[src/rtl/dtu_ctrl_if.sv]
// dtu_ctrl_if: transfer control, sequence-memory and DTU signals of the DTU controller.
interface dtu_ctrl_if #(
    parameter int ADDR_W = 10,
    parameter int LEN_W  = 16
);
    logic              start;
    logic              abort;
    logic [LEN_W-1:0]  seq_len;
    logic [ADDR_W-1:0] base_addr;
    logic              mem_rd;
    logic [ADDR_W-1:0] mem_addr;
    logic [31:0]       mem_rdata;
    logic              dtu_en;
    logic [31:0]       dtu_din;
    logic              dtu_din_valid;
    logic              dtu_ready;
    logic [1:0]        dtu_dout;
    logic              dtu_dout_valid;
    logic [1:0]        base_out;
    logic              base_valid;
    logic              base_last;
    logic              busy;
    logic              done;
    logic [LEN_W-1:0]  base_cnt;

    modport master (
        input  start, abort, seq_len, base_addr, mem_rdata, dtu_ready, dtu_dout, dtu_dout_valid,
        output mem_rd, mem_addr, dtu_en, dtu_din, dtu_din_valid, base_out, base_valid, base_last,
               busy, done, base_cnt
    );

    modport slave (
        output start, abort, seq_len, base_addr, mem_rdata, dtu_ready, dtu_dout, dtu_dout_valid,
        input  mem_rd, mem_addr, dtu_en, dtu_din, dtu_din_valid, base_out, base_valid, base_last,
               busy, done, base_cnt
    );
endinterface

[src/rtl/dtu_ctrl.sv]
// dtu_ctrl: fetches 16-base words from sequence memory, feeds them to the DTU and forwards
// exactly seq_len returned bases, dropping the padding of a partial last word.
module dtu_ctrl #(
    parameter int ADDR_W = 10,
    parameter int LEN_W  = 16
) (
    input logic        clk,
    input logic        rst,
    dtu_ctrl_if.master bus
);
    typedef enum logic [2:0] {IDLE, FETCH, WAIT, FEED, DRAIN, DONE} state_t;

    state_t            state_q, state_d;
    logic [LEN_W-1:0]  len_q, len_d, word_idx_q, word_idx_d, cnt_q, cnt_d, words;
    logic [ADDR_W-1:0] addr_q, addr_d;
    logic [31:0]       buf_q, buf_d;
    logic              busy, accept, feed_hs, fwd;

    always_ff @(posedge clk or negedge rst) begin
        if (!rst) begin
            state_q    <= IDLE;
            len_q      <= '0;
            word_idx_q <= '0;
            cnt_q      <= '0;
            addr_q     <= '0;
            buf_q      <= '0;
        end else begin
            state_q    <= state_d;
            len_q      <= len_d;
            word_idx_q <= word_idx_d;
            cnt_q      <= cnt_d;
            addr_q     <= addr_d;
            buf_q      <= buf_d;
        end
    end

    // abort suppresses every side effect of its cycle so the frozen counters stay consistent
    always_comb begin
        busy       = state_q != IDLE;
        accept     = state_q == IDLE && bus.start && !bus.abort;
        feed_hs    = state_q == FEED && bus.dtu_ready && !bus.abort;
        fwd        = busy && bus.dtu_dout_valid && cnt_q < len_q && !bus.abort;
        words      = (len_q >> 4) + LEN_W'(|len_q[3:0]);
        len_d      = accept ? bus.seq_len : len_q;
        addr_d     = accept ? bus.base_addr : addr_q;
        word_idx_d = accept ? '0 : feed_hs ? word_idx_q + LEN_W'(1) : word_idx_q;
        cnt_d      = accept ? '0 : fwd ? cnt_q + LEN_W'(1) : cnt_q;
        buf_d      = state_q == WAIT ? bus.mem_rdata : buf_q;
    end

    always_comb begin
        state_d = state_q;
        case (state_q)
            IDLE:    state_d = accept ? (bus.seq_len == '0 ? DONE : FETCH) : IDLE;
            FETCH:   state_d = WAIT;
            WAIT:    state_d = FEED;
            FEED:    state_d = feed_hs ? (word_idx_q + LEN_W'(1) < words ? FETCH : DRAIN) : FEED;
            DRAIN:   state_d = cnt_q == len_q ? DONE : DRAIN;
            DONE:    state_d = IDLE;
            default: state_d = IDLE;
        endcase
        if (bus.abort) state_d = IDLE;
    end

    always_comb begin
        bus.mem_rd        = state_q == FETCH;
        bus.mem_addr      = bus.mem_rd ? addr_q + ADDR_W'(word_idx_q) : '0;
        bus.dtu_en        = state_q inside {FETCH, WAIT, FEED, DRAIN};
        bus.dtu_din       = buf_q;
        bus.dtu_din_valid = feed_hs;
        bus.base_out      = fwd ? bus.dtu_dout : 2'b00;
        bus.base_valid    = fwd;
        bus.base_last     = fwd && cnt_q == len_q - LEN_W'(1);
        bus.busy          = busy;
        bus.done          = state_q == DONE;
        bus.base_cnt      = cnt_q;
    end
endmodule

[src/flat_wrapper.sv]
// flat-port wrapper written by rule: the top's interface ports become plain ports
module dtu_ctrl_flat 
#(
    parameter int ADDR_W = 10,
    parameter int LEN_W  = 16
)
  (clk, rst, bus_start, bus_abort, bus_seq_len, bus_base_addr, bus_mem_rdata, bus_dtu_ready, bus_dtu_dout, bus_dtu_dout_valid, bus_mem_rd, bus_mem_addr, bus_dtu_en, bus_dtu_din, bus_dtu_din_valid, bus_base_out, bus_base_valid, bus_base_last, bus_busy, bus_done, bus_base_cnt);
  dtu_ctrl_if #(.ADDR_W(ADDR_W), .LEN_W(LEN_W)) bus_i ();
  input logic clk;
  input logic rst;
  input wire logic [$bits(bus_i.start)-1:0] bus_start;
  input wire logic [$bits(bus_i.abort)-1:0] bus_abort;
  input wire logic [$bits(bus_i.seq_len)-1:0] bus_seq_len;
  input wire logic [$bits(bus_i.base_addr)-1:0] bus_base_addr;
  input wire logic [$bits(bus_i.mem_rdata)-1:0] bus_mem_rdata;
  input wire logic [$bits(bus_i.dtu_ready)-1:0] bus_dtu_ready;
  input wire logic [$bits(bus_i.dtu_dout)-1:0] bus_dtu_dout;
  input wire logic [$bits(bus_i.dtu_dout_valid)-1:0] bus_dtu_dout_valid;
  output wire logic [$bits(bus_i.mem_rd)-1:0] bus_mem_rd;
  output wire logic [$bits(bus_i.mem_addr)-1:0] bus_mem_addr;
  output wire logic [$bits(bus_i.dtu_en)-1:0] bus_dtu_en;
  output wire logic [$bits(bus_i.dtu_din)-1:0] bus_dtu_din;
  output wire logic [$bits(bus_i.dtu_din_valid)-1:0] bus_dtu_din_valid;
  output wire logic [$bits(bus_i.base_out)-1:0] bus_base_out;
  output wire logic [$bits(bus_i.base_valid)-1:0] bus_base_valid;
  output wire logic [$bits(bus_i.base_last)-1:0] bus_base_last;
  output wire logic [$bits(bus_i.busy)-1:0] bus_busy;
  output wire logic [$bits(bus_i.done)-1:0] bus_done;
  output wire logic [$bits(bus_i.base_cnt)-1:0] bus_base_cnt;
  assign bus_i.start = bus_start;
  assign bus_i.abort = bus_abort;
  assign bus_i.seq_len = bus_seq_len;
  assign bus_i.base_addr = bus_base_addr;
  assign bus_i.mem_rdata = bus_mem_rdata;
  assign bus_i.dtu_ready = bus_dtu_ready;
  assign bus_i.dtu_dout = bus_dtu_dout;
  assign bus_i.dtu_dout_valid = bus_dtu_dout_valid;
  assign bus_mem_rd = bus_i.mem_rd;
  assign bus_mem_addr = bus_i.mem_addr;
  assign bus_dtu_en = bus_i.dtu_en;
  assign bus_dtu_din = bus_i.dtu_din;
  assign bus_dtu_din_valid = bus_i.dtu_din_valid;
  assign bus_base_out = bus_i.base_out;
  assign bus_base_valid = bus_i.base_valid;
  assign bus_base_last = bus_i.base_last;
  assign bus_busy = bus_i.busy;
  assign bus_done = bus_i.done;
  assign bus_base_cnt = bus_i.base_cnt;
  dtu_ctrl #(.ADDR_W(ADDR_W), .LEN_W(LEN_W)) u_core (.clk(clk), .rst(rst), .bus(bus_i));
endmodule
[config.mk]
export PLATFORM = sky130hd
export DESIGN_NAME = dtu_ctrl_flat
export DESIGN_NICKNAME = d
export VERILOG_FILES = /design/src/rtl/dtu_ctrl_if.sv /design/src/rtl/dtu_ctrl.sv /design/src/flat_wrapper.sv
export SDC_FILE = /design/constraint.sdc
export NUM_CORES = 1
export LEC_CHECK = 0
export CORE_MARGIN = 10
export CORE_UTILIZATION = 46
export DETAILED_ROUTE_END_ITERATION = 8
export GPL_TIMING_DRIVEN = 0
export PLACE_DENSITY = 0.85
export SLEW_MARGIN = 10
export SYNTH_ARGS = -nofsm -noshare
export SYNTH_HDL_FRONTEND = slang
export SYNTH_SLANG_ARGS = --single-unit
[constraint.sdc]
create_clock -name clk -period 3.48 [get_ports clk]
set_clock_uncertainty 0.1 [all_clocks]
set_input_delay 0.696 -clock clk [delete_from_list [all_inputs] [get_ports clk]]
set_output_delay 0.696 -clock clk [all_outputs]
set_load 0.02 [all_outputs]
==> metrics.txt <==
worst setup path startpoint=u_core.len_q[11]; IO Pins=133; Post-Synthesis Cell Area=5850 um2; Wirelength per Cell=17.7 um; Initial Util=46.7%; reg2reg setup slack=0.10 ns; Core Box Area=12500 um2; Psw=1340 uW; Gate power share=38.5%; Area growth syn-to-layout=36.0%; Startpoint Class=flip-flop; clock power share=23.6%; Final Hold Violating Endpoints=0; Fmax=275 MHz; Tcrit/Tclk final=105%; Post-synth EDFFs=0; Worst VDD drop=389 uV; CTS Buf Count=9; share of flip-flops with an asynchronous set or reset=100%; sw frac=34.7%; syn nets=740; GPL Wtd Cong=0.897; # nets final=896; failing checks=negative setup slack; worst setup margin=-0.161 ns; Min Hold Slack=0.189 ns; outcome=complete, but fails checks; Slew @ Worst Pin=0.619 ns; RSZ-0062 raised after global routing=yes; Post-DRT Antenna Nets=0; final WL=17000 um; Avg Inst Size Synth=9.27 um2; dpl hpwl=12600 um; clk root buf=clkbuf_16; vias in the first global route=5519; CTS tree=yes; crit path kind=flip-flop to output port; share of cells above drive strength 1=14.4%; clk sinks=93; Rel. slew slack=58.4%; Clock Pin Slew Worst Setup and Hold Paths=0.06 ns; DP Worst Slack=-1.14 ns; H-Tree Depth=3; largest net degree at the start of global routing=62; Hold Path Class=input port to async pin; Arr. time, crit path=2.84 ns; total gr overflow=0; clk_lat worst skew=0.35 ns; Int Power=2530 uW; DRC Markers=0; Rows=41; final setup fails=1; routed vias/inst=5.66; Worst Setup End Kind=output port; total track usage=19.1%; Max Cap Violations=0; leakage=0.00339 uW; vias after detailed routing=5454; register area share after synthesis=39.8%; post-route setup TNS=-0.161 ns; DRT Pass-1 Iters=6; 1st-iter DRT viols=545; Critical Path RT=2.68 ns; input/output buffers=132; PwrDens=487 nW/um2; Netlist cell types=55; Post-synth top flop=dfrtp_1; sequential share of power=37.9%; post-route minimum period=3.64 ns; Slew Limit Fails=0; Vert. Die Dim=133 um; Worst Path Max Fanout=8; die width=133 um; CTS max path bufs=2; Syn Inst Count=631; initial antenna violation count=1; flops & latches, synth=93; die area=17600 um2; worst r2r src=u_core.len_q[0]; first-pass GRT wire length=27700 um; Synthesis Warnings=0
## flip-flops by register name, indices dropped and copies added (netlist names)
register,flops
u_core.state_q,3
u_core.bus.base_cnt,16
u_core.bus.dtu_din,32
u_core.len_q,16
u_core.addr_q,10
u_core.word_idx_q,16
## worst paths after layout
check                                          end  cells after the start
hold / removal               u_core.bus.dtu_din[0]                      1
hold reg to reg                   u_core.addr_q[0]                      2
min in group clk                  u_core.addr_q[0]                      2
setup reg to reg                 u_core.state_q[2]                     14
max in group asynchronous  u_core.bus.base_cnt[15]                      2
setup / recovery                     bus_base_last                      7
## through the flow
stage          cells  cell area, um2  power, uW  util, %
2_1_floorplan    631            5850       2230        -
3_3_place_gp     935            7390       2830     59.0
3_5_place_dp     936            7410       2870     59.2
4_1_cts          954            7800       3840     62.3
5_1_grt          964            7950       4100     63.5
6_report         964            7950       3880     63.5
## worst max-delay path, stage by stage, from the launching register on
cell and delay [ns]:
dfrtp_1 0.37, buf_6 0.14, or4_4 0.49, or4_4 0.54
o311a_1 0.33, o32a_1 0.22, a2111oi_4 0.21, buf_4 0.20
## cell type report
cell class / instances / area, um2
flip-flops and latches: 93 / 2340
diodes: 1 / 2.50
multi-input cells: 483 / 3470
fillers: 1023 / 4560
plain buffers: 20 / 83.8
clock buffers: 11 / 243
inverters: 32 / 124
repair buffers: 148 / 1450
clock inverters: 4 / 25.0
well taps: 172 / 215
## synthesized netlist by cell type (7+ instances only)
cell type / number / area (um2)
xnor2_1: 43 / 377
nor4_1: 9 / 56.3
and2_1: 8 / 50.1
nand4_1: 16 / 100
ha_1: 42 / 526
xor2_1: 9 / 78.8
and3_1: 10 / 62.6
nand3_1: 24 / 120
nor2_1: 33 / 124
o21ai_0: 40 / 200
mux2_2: 32 / 360
o31ai_1: 8 / 60.1
nor3_1: 14 / 70.1
a21oi_1: 33 / 165
dfrtp_1: 93 / 2330
clkbuf_1: 19 / 71.3
nand2_1: 83 / 312
inv_1: 29 / 109
a22o_1: 7 / 61.3
or3_1: 11 / 68.8
## logic make-up after synthesis
group / share of synthesized area [%]
muxes: 6.67
buffers and inverters: 3.57
xor gates and xnor gates: 7.79
AOI/OAI and AO/OA: 13.6
DFF: 39.8
and+or+nand+nor: 19.2
adders and majority gates: 9.33
## power groups by stage
stage	combinational (uW)	sequential, uW	clock [uW]
after global placement	1360	1470	0
after floorplan	600	1630	0
after CTS	1440	1470	934
final	1490	1470	915
after detailed placement	1390	1480	0
after global routing	1630	1500	975
## placed cells by master (no fill, tap or decap), drive strengths merged, types with 3 or more instances in the layout
cell	count
and3	10
nand3	24
or3	11
mux2	32
clkinv	3
nor4	9
o21bai	4
inv	31
a21o	5
clkdlybuf4s50	119
or4	7
xor2	9
buf	23
xnor2	43
o31ai	8
a21oi	33
nor3	14
ha	42
o21ai	43
and2	8
o211ai	4
nand4	16
nand2	83
a22o	7
clkbuf	28
mux2i	3
dfrtp	93
nor2	33
a2111oi	6
clkdlybuf4s15	3
dlygate4sd2	4
nor3b	3
## what timing repair did
item	in CTS	in global routing
pin swaps	8	10
resized for setup	49	28
setup buffers	6	9
setup endpoints to repair	12	11
hold buffers	0	0
## metal layers
layer / up-vias / global-route usage, % / part of all wire [%]
met5: - / 0 / 0
met2: 219 / 30.3 / 46
met1: 2631 / 22.7 / 40
met4: 0 / 7.82 / 2.3
li1: 2581 / - / -
met3: 23 / 7.53 / 11
Note: power is estimated with default switching activity, not from simulation.
